### src/rtl/shift_mix_stage.sv
// AES-128 round stage after SubBytes: ShiftRows then MixColumns, with per-beat round
// tracking so the final round skips MixColumns. One or two register stages.
module shift_mix_stage #(
    parameter int LATENCY    = 1,
    parameter int NUM_ROUNDS = 10
) (
    input  logic         clk,
    input  logic         reset,
    input  logic         valid_in,
    input  logic         first_in,
    input  logic [127:0] data_in,
    output logic         valid_out,
    output logic [127:0] data_out,
    output logic [3:0]   round_out,
    output logic         last_out,
    output logic         seq_err
);

    localparam logic [3:0] LAST_ROUND = 4'(NUM_ROUNDS);

    function automatic logic [7:0] xtime(input logic [7:0] b);
        return {b[6:0], 1'b0} ^ (b[7] ? 8'h1b : 8'h00);
    endfunction

    // Byte s(r,c) sits at [127-8*(4c+r) -: 8] (column-major).
    function automatic logic [127:0] shift_rows(input logic [127:0] s);
        logic [127:0] o;
        o = '0;
        for (int c = 0; c < 4; c++) begin
            for (int r = 0; r < 4; r++) begin
                o[127-8*(4*c+r) -: 8] = s[127-8*(4*((c+r)%4)+r) -: 8];
            end
        end
        return o;
    endfunction

    function automatic logic [127:0] mix_columns(input logic [127:0] s);
        logic [127:0] o;
        logic [7:0]   a0, a1, a2, a3;
        o = '0;
        for (int c = 0; c < 4; c++) begin
            a0 = s[127-32*c -: 8];
            a1 = s[119-32*c -: 8];
            a2 = s[111-32*c -: 8];
            a3 = s[103-32*c -: 8];
            o[127-32*c -: 8] = xtime(a0) ^ xtime(a1) ^ a1 ^ a2 ^ a3;
            o[119-32*c -: 8] = a0 ^ xtime(a1) ^ xtime(a2) ^ a2 ^ a3;
            o[111-32*c -: 8] = a0 ^ a1 ^ xtime(a2) ^ xtime(a3) ^ a3;
            o[103-32*c -: 8] = xtime(a0) ^ a0 ^ a1 ^ a2 ^ xtime(a3);
        end
        return o;
    endfunction

    logic [3:0] rc_q, rc_d;
    logic       seq_err_q, seq_err_d;
    logic [3:0] in_round;
    logic       in_last;

    // NOTE: every always_comb output gets a default first so no latch is inferred.
    always_comb begin
        rc_d      = rc_q;
        seq_err_d = seq_err_q;
        in_round  = 4'd1;
        if (valid_in) begin
            if (first_in) begin
                in_round = 4'd1;
            end else if (rc_q >= 4'd1 && rc_q < LAST_ROUND) begin
                in_round = rc_q + 4'd1;
            end else begin
                // Out-of-sequence beat: flag it and treat it as round 1.
                in_round  = 4'd1;
                seq_err_d = 1'b1;
            end
            rc_d = in_round;
        end
        in_last = (in_round == LAST_ROUND);
    end

    // NOTE: state registers use non-blocking assignments so all flops update together.
    always_ff @(posedge clk) begin
        if (reset) begin
            rc_q      <= '0;
            seq_err_q <= 1'b0;
        end else begin
            rc_q      <= rc_d;
            seq_err_q <= seq_err_d;
        end
    end

    logic         mix_valid;
    logic [127:0] mix_data;
    logic [3:0]   mix_round;
    logic         mix_last;

    generate
        if (LATENCY == 2) begin : g_lat2
            logic         sr_valid_q, sr_valid_d;
            logic [127:0] sr_data_q, sr_data_d;
            logic [3:0]   sr_round_q, sr_round_d;
            logic         sr_last_q, sr_last_d;

            always_comb begin
                sr_valid_d = valid_in;
                sr_data_d  = sr_data_q;
                sr_round_d = sr_round_q;
                sr_last_d  = 1'b0;
                if (valid_in) begin
                    sr_data_d  = shift_rows(data_in);
                    sr_round_d = in_round;
                    sr_last_d  = in_last;
                end
            end

            always_ff @(posedge clk) begin
                if (reset) begin
                    sr_valid_q <= 1'b0;
                    sr_data_q  <= '0;
                    sr_round_q <= '0;
                    sr_last_q  <= 1'b0;
                end else begin
                    sr_valid_q <= sr_valid_d;
                    sr_data_q  <= sr_data_d;
                    sr_round_q <= sr_round_d;
                    sr_last_q  <= sr_last_d;
                end
            end

            assign mix_valid = sr_valid_q;
            assign mix_data  = sr_data_q;
            assign mix_round = sr_round_q;
            assign mix_last  = sr_last_q;
        end else begin : g_lat1
            assign mix_valid = valid_in;
            assign mix_data  = shift_rows(data_in);
            assign mix_round = in_round;
            assign mix_last  = in_last;
        end
    endgenerate

    logic         valid_out_q, valid_out_d;
    logic [127:0] data_out_q, data_out_d;
    logic [3:0]   round_out_q, round_out_d;
    logic         last_out_q, last_out_d;

    always_comb begin
        valid_out_d = mix_valid;
        data_out_d  = data_out_q;
        round_out_d = round_out_q;
        last_out_d  = 1'b0;
        if (mix_valid) begin
            data_out_d  = mix_last ? mix_data : mix_columns(mix_data);
            round_out_d = mix_round;
            last_out_d  = mix_last;
        end
    end

    always_ff @(posedge clk) begin
        if (reset) begin
            valid_out_q <= 1'b0;
            data_out_q  <= '0;
            round_out_q <= '0;
            last_out_q  <= 1'b0;
        end else begin
            valid_out_q <= valid_out_d;
            data_out_q  <= data_out_d;
            round_out_q <= round_out_d;
            last_out_q  <= last_out_d;
        end
    end

    assign valid_out = valid_out_q;
    assign data_out  = data_out_q;
    assign round_out = round_out_q;
    assign last_out  = last_out_q;
    assign seq_err   = seq_err_q;

endmodule

### config.mk
export PLATFORM = sky130hd
export DESIGN_NAME = shift_mix_stage
export DESIGN_NICKNAME = d
export VERILOG_FILES = /design/src/rtl/shift_mix_stage.sv
export SDC_FILE = /design/constraint.sdc
export NUM_CORES = 1
export LEC_CHECK = 0
export ABC_AREA = 1
export CAP_MARGIN = 0
export CORE_MARGIN = 1.5
export CORE_UTILIZATION = 35
export CTS_CLUSTER_DIAMETER = 150
export DETAILED_ROUTE_END_ITERATION = 8
export PLACE_DENSITY = 0.58
export SETUP_SLACK_MARGIN = 0.5
export SYNTH_ARGS = -nofsm -noshare
export SYNTH_HDL_FRONTEND = slang
export SYNTH_SLANG_ARGS = --single-unit
### constraint.sdc
create_clock -name clk -period 3.57 [get_ports clk]
set_input_delay 0.5355 -clock clk [delete_from_list [all_inputs] [get_ports clk]]
set_output_delay 0.5355 -clock clk [all_outputs]
set_load 0.03 [all_outputs]
## Word-level counts from Yosys, hierarchy flattened

Cells that the tools add are included.

| word-level totals | value |
|---|---|
| logic and storage cells | 116 |
| register bits after elaboration | 139 |
| input bits | 132 |
| memory bits (read-only) | 0 |
| memories | 0 |
| output and inout bits | 135 |
| bits in latches | 0 |
| bits in writable memories | 0 |

| operators by class | value |
|---|---|
| shift-type cells | 0 |
| bitwise gates (word level) | 83 |
| eq/ne operators | 1 |
| div/mod/pow operators | 0 |
| reduce and logical (&&, ||, !) cells | 3 |
| $lt $le $gt $ge | 2 |
| multiply operators | 0 |
| add/sub/neg operators | 1 |
| multiplexer cells | 20 |

Operators with widths:

| cell | number |
|---|---|
| $xor A8 B8 Y8 | 64 |
| $mux W128 | 1 |
| $xor A8 B5 Y8 | 16 |
| $mux W5 | 16 |
| $mux W4 | 3 |
| $add A4 B1 Y4 const B | 1 |
| $eq A4 B4 Y1 const B | 1 |
| $ge A4 B1 Y1 const B | 1 |
| $lt A4 B4 Y1 const B | 1 |
| $not A1 Y1 | 3 |
| $reduce_and A3 Y1 | 1 |
| $reduce_or A2 Y1 | 1 |
| $logic_and A1 B1 Y1 | 1 |

## Longest topological paths before layout

| depth | value |
|---|---|
| word-level depth | 7 |
| depth in mapped cells | 13 |
| depth with buffers taken out | 11 |

## Worst setup path before layout

No wires, ideal clock.

| timing | value |
|---|---|
| kind | reg2reg |
| from | reg rc_q[1] |
| to | reg data_out_q[55], in the netlist data_out[55] |
| setup time | 132 ps |
| path slack | 1786 ps |
| arrival time | 1652 ps |
| cell stages (with the launch flop) | 13 |
| path buffers | 2 |
| path through | dfxtp_1 > inv_1 > ha_1 > inv_1 > nor2_1 > nand2_1 > nand3_1 > nor2_1 > buf_2 > buf_2 > nand3_1 > nand3_1 > a21oi_1 |

| on the way | value |
|---|---|
| cells in the longest elaborated chain, start to end | 7 |

RTL lines:

| element | line | text |
|---|---|---|
| start: declaration | 54 | `logic [3:0] rc_q, rc_d;` |
| start signal: assignment | 85 | `rc_q <= rc_d;` |
| $ge A4 B1 Y1 or $lt A4 B4 Y1 (tied branches) | 67 | `end else if (rc_q >= 4'd1 && rc_q < LAST_ROUND) begin` |
| $logic_and A1 B1 Y1 | 67 |  |
| $mux W4 (*) | 67 |  |
| $mux W4 (*) | 65 | `if (first_in) begin` |
| $mux W4 (*) | 64 | `if (valid_in) begin` |
| $eq A4 B4 Y1 (*) | 76 | `in_last = (in_round == LAST_ROUND);` |
| $mux W128 (*) | 151 | `data_out_d = mix_last ? mix_data : mix_columns(mix_data);` |
| end signal: assignment | 165 | `data_out_q <= data_out_d;` |
| end: declaration | 141 | `logic [127:0] data_out_q, data_out_d;` |

Mark *: on every way between the ends. The rest lies on a longest branch, timed or not.
A chain may end at the register's enable or synchronous reset.

## Worst setup path in the final report

| timing | value |
|---|---|
| from | reg rc_q[1] |
| to | reg data_out_q[13], in the netlist data_out[13] |

Same word-level chain as after synthesis.

==> run metrics <==
Root Buffer clkbuf_16; worst min-delay path startpoint data_out[83]; Top Family by Delay on Critical Path simple AND/OR/NAND/NOR gates; crit path max-delay cell type nand2_4; area of the core 0.0377 mm2; RR Endpoint data_out[13]; post-synthesis register bit count roughly 140; Final Power 0.00593 W; share of cells above drive strength 1 ~2.3%; VDD IR max 0.334 mV; CTS max path bufs 2; Layout Skew 0.00990 ns; Initial DRT Pass Iterations 6; syn nets around 2700; worst-path cell chain inv_1, ha_1, nor2_1, nand2_1, nand3_1, nor2_4, nand2_4, buf_12, nand3_1, nand3_1, a21oi_1; Synth cell types 26; data arrival time of the worst path approximately 2.8 ns; leakage 8.56 nW; Antenna Cells 0; max-slew violations 0; ys async rst share 0%; startpoint types flip-flop; Hold Vio Cnt, Final 0; max cap viols 0; sequential area share after synthesis 20.7%; Post-CTS Setup Bufs 0; Final Non-Filler Cells roughly 3200; TritonCTS Buffers 17; CTS tree built; CP endpoint kind flip-flop; Initial Utilization between 30% and 40%; first-pass GRT wire length 78.4 mm; final period demand of the worst path around 2.5 ns; Area growth syn-to-layout 25.8%; Worst path max stage delay ~0.47 ns; post-route ant nets 0; syn avg cell area ~5.3 um2; vias per inst around 5; Crit path top cell by count nand3_1; cell area after layout 0.0169 mm2; initial antenna violation count 0; commonest cells after routing, fill and taps aside 1184 x nand2_1, 479 x nand3_1, 264 x clkdlybuf4s50_1; most common cell after layout, fill and taps aside nand2_1; largest net degree at the start of global routing 131; Setup WS post-layout 1.07 ns; reg2reg path depth 11; nets roughly 2800; Max Freq 400 MHz; Fin Setup TNS 0 ns; RSZ-0062 raised after global routing no; CTS H-Tree Depth 4; Cells after DPL between 3000 and 4000; vias in the first global route 15100; final wirelength 48.8 mm; Power Density 351 mW/mm2; Post-synth EDFFs 0; Die Wd roughly 200 um; Rows just over 70; Placement Setup Slack 0.717 ns; cell area after synthesis about 0.013 mm2; GR Overflow Total 0; dominant synthesized flop cell dfxtp_1; DRC Markers 0; vias about 16000; Max-slew headroom approximately 45%; status finished, final reports clean; die span in y 199 um; Area after DPL 0.0162 mm2; I/O Pins about 270; Crit path required time between 3 and 4 ns; Setup CP Type flip-flop to flip-flop; Ys Warns 0; Clock Pin Slew Worst Setup and Hold Paths about 0.07 ns; Total Routing Usage GR approximately 25%; Setup Viol. Count Final 0; Detail Placement HPWL roughly 34 mm; Hold Buf Count CTS 0; routed len/inst 15.3 um; fin crit share 70.0%; Worst R2R Start rc_q[1]; hold depth 2; instance count on the critical path 11; PostCTS Resize Cnt 0; Worst Hold Class flip-flop to flip-flop; Cells after Synth 2527; routability cong. between 0.8 and 0.9; Worst Max-Slew Pin Slew about 0.83 ns; worst-path maximum fanout 65; Buf+Inv Stages, Crit Path 2; register-to-register path setup slack 1.07 ns; Iteration-0 DRC Markers slightly above 1000; Port Buffer Count between 200 and 300; WHS Endpoint data_out[83]; Clock Latency Late Sink 0.44 ns; Clock Sinks 139; Die ar. 0.0395 mm2
==> registers in the layout, indices dropped and copies added, names as in the netlist <==
name / cells
seq_err: 1
last_out: 1
rc_q: 4
data_out: 128
valid_out: 1
round_out: 4
==> per-stage QoR <==
step	util (%)	hold WS (ns)
after floorplan	-	0.492
after global placement	43.1	0.453
after detailed placement	43.1	0.455
after CTS	44.8	0.465
after global routing	44.8	0.483
final	44.8	0.462
==> area by class of cell <==
cell class / count / area (um2)
inverters: 223 / 840
fillers: 4141 / 20800
flip-flops and latches: 139 / 2780
clock inverters: 15 / 200
well taps: 511 / 639
multi-input cells: 2005 / 9120
repair buffers: 287 / 2870
clock buffers: 17 / 425
==> cells by family after synthesis <==
logic type,count (synthesis),synth area share [%]
xor+xnor,143,9.33
fa+ha+maj,3,0.280
buf+inv,383,11.4
compound gates,145,5.47
simple gates,1714,52.8
flops,139,20.7
==> metal layers <==
metal	vias to the layer above	share of wire, %	wire length [um]	GRT usage [%]
li1	8193	-	-	-
met3	52	6.5	3170	4.71
met1	7396	45	22000	31.5
met4	0	1.6	803	6.93
met5	-	0	0	0
met2	480	47	22900	42.3
==> tightest hold or removal path, delay by kind of cell, from the launching register on <==
| family | cells | cell delay (ns) |
|---|---|---|
| compound gates | 1 | 0.05 |
| simple gates | 1 | 0.06 |
| flops | 1 | 0.31 |
==> power breakdown <==
| group | internal [W] | total (W) | switching (W) |
|---|---|---|---|
| sequential | 0.00168 | 0.00177 | 0.0000864 |
| clock | 0.00117 | 0.00197 | 0.000804 |
| combinational | 0.000839 | 0.00219 | 0.00135 |
==> synth_stat cells (3+ instances only) <==
cell type | instances | share of area (%)
nor2_1 | 36 | 1.0
inv_1 | 221 | 6.2
o21ai_0 | 3 | 0.11
dfxtp_1 | 139 | 21
buf_6 | 6 | 0.50
xor2_1 | 75 | 4.9
buf_2 | 38 | 1.4
ha_1 | 3 | 0.28
buf_1 | 4 | 0.11
nand3_1 | 479 | 18
nand2_1 | 1184 | 33
xnor2_1 | 68 | 4.4
a21oi_1 | 137 | 5.1
clkbuf_1 | 112 | 3.1
nand3b_1 | 9 | 0.50
==> worst max path at each step <==
stage | startpoint | slack, ns | end
floorplan | rc_q[1] | 1.79 | data_out[55]
global placement | valid_in | 0.80 | data_out[31]
detailed placement | valid_in | 0.72 | data_out[12]
CTS | rc_q[1] | 1.12 | data_out[13]
global route | rc_q[0] | 0.93 | data_out[115]
finish | rc_q[1] | 1.07 | data_out[13]
(Power assumes the default switching activity.)
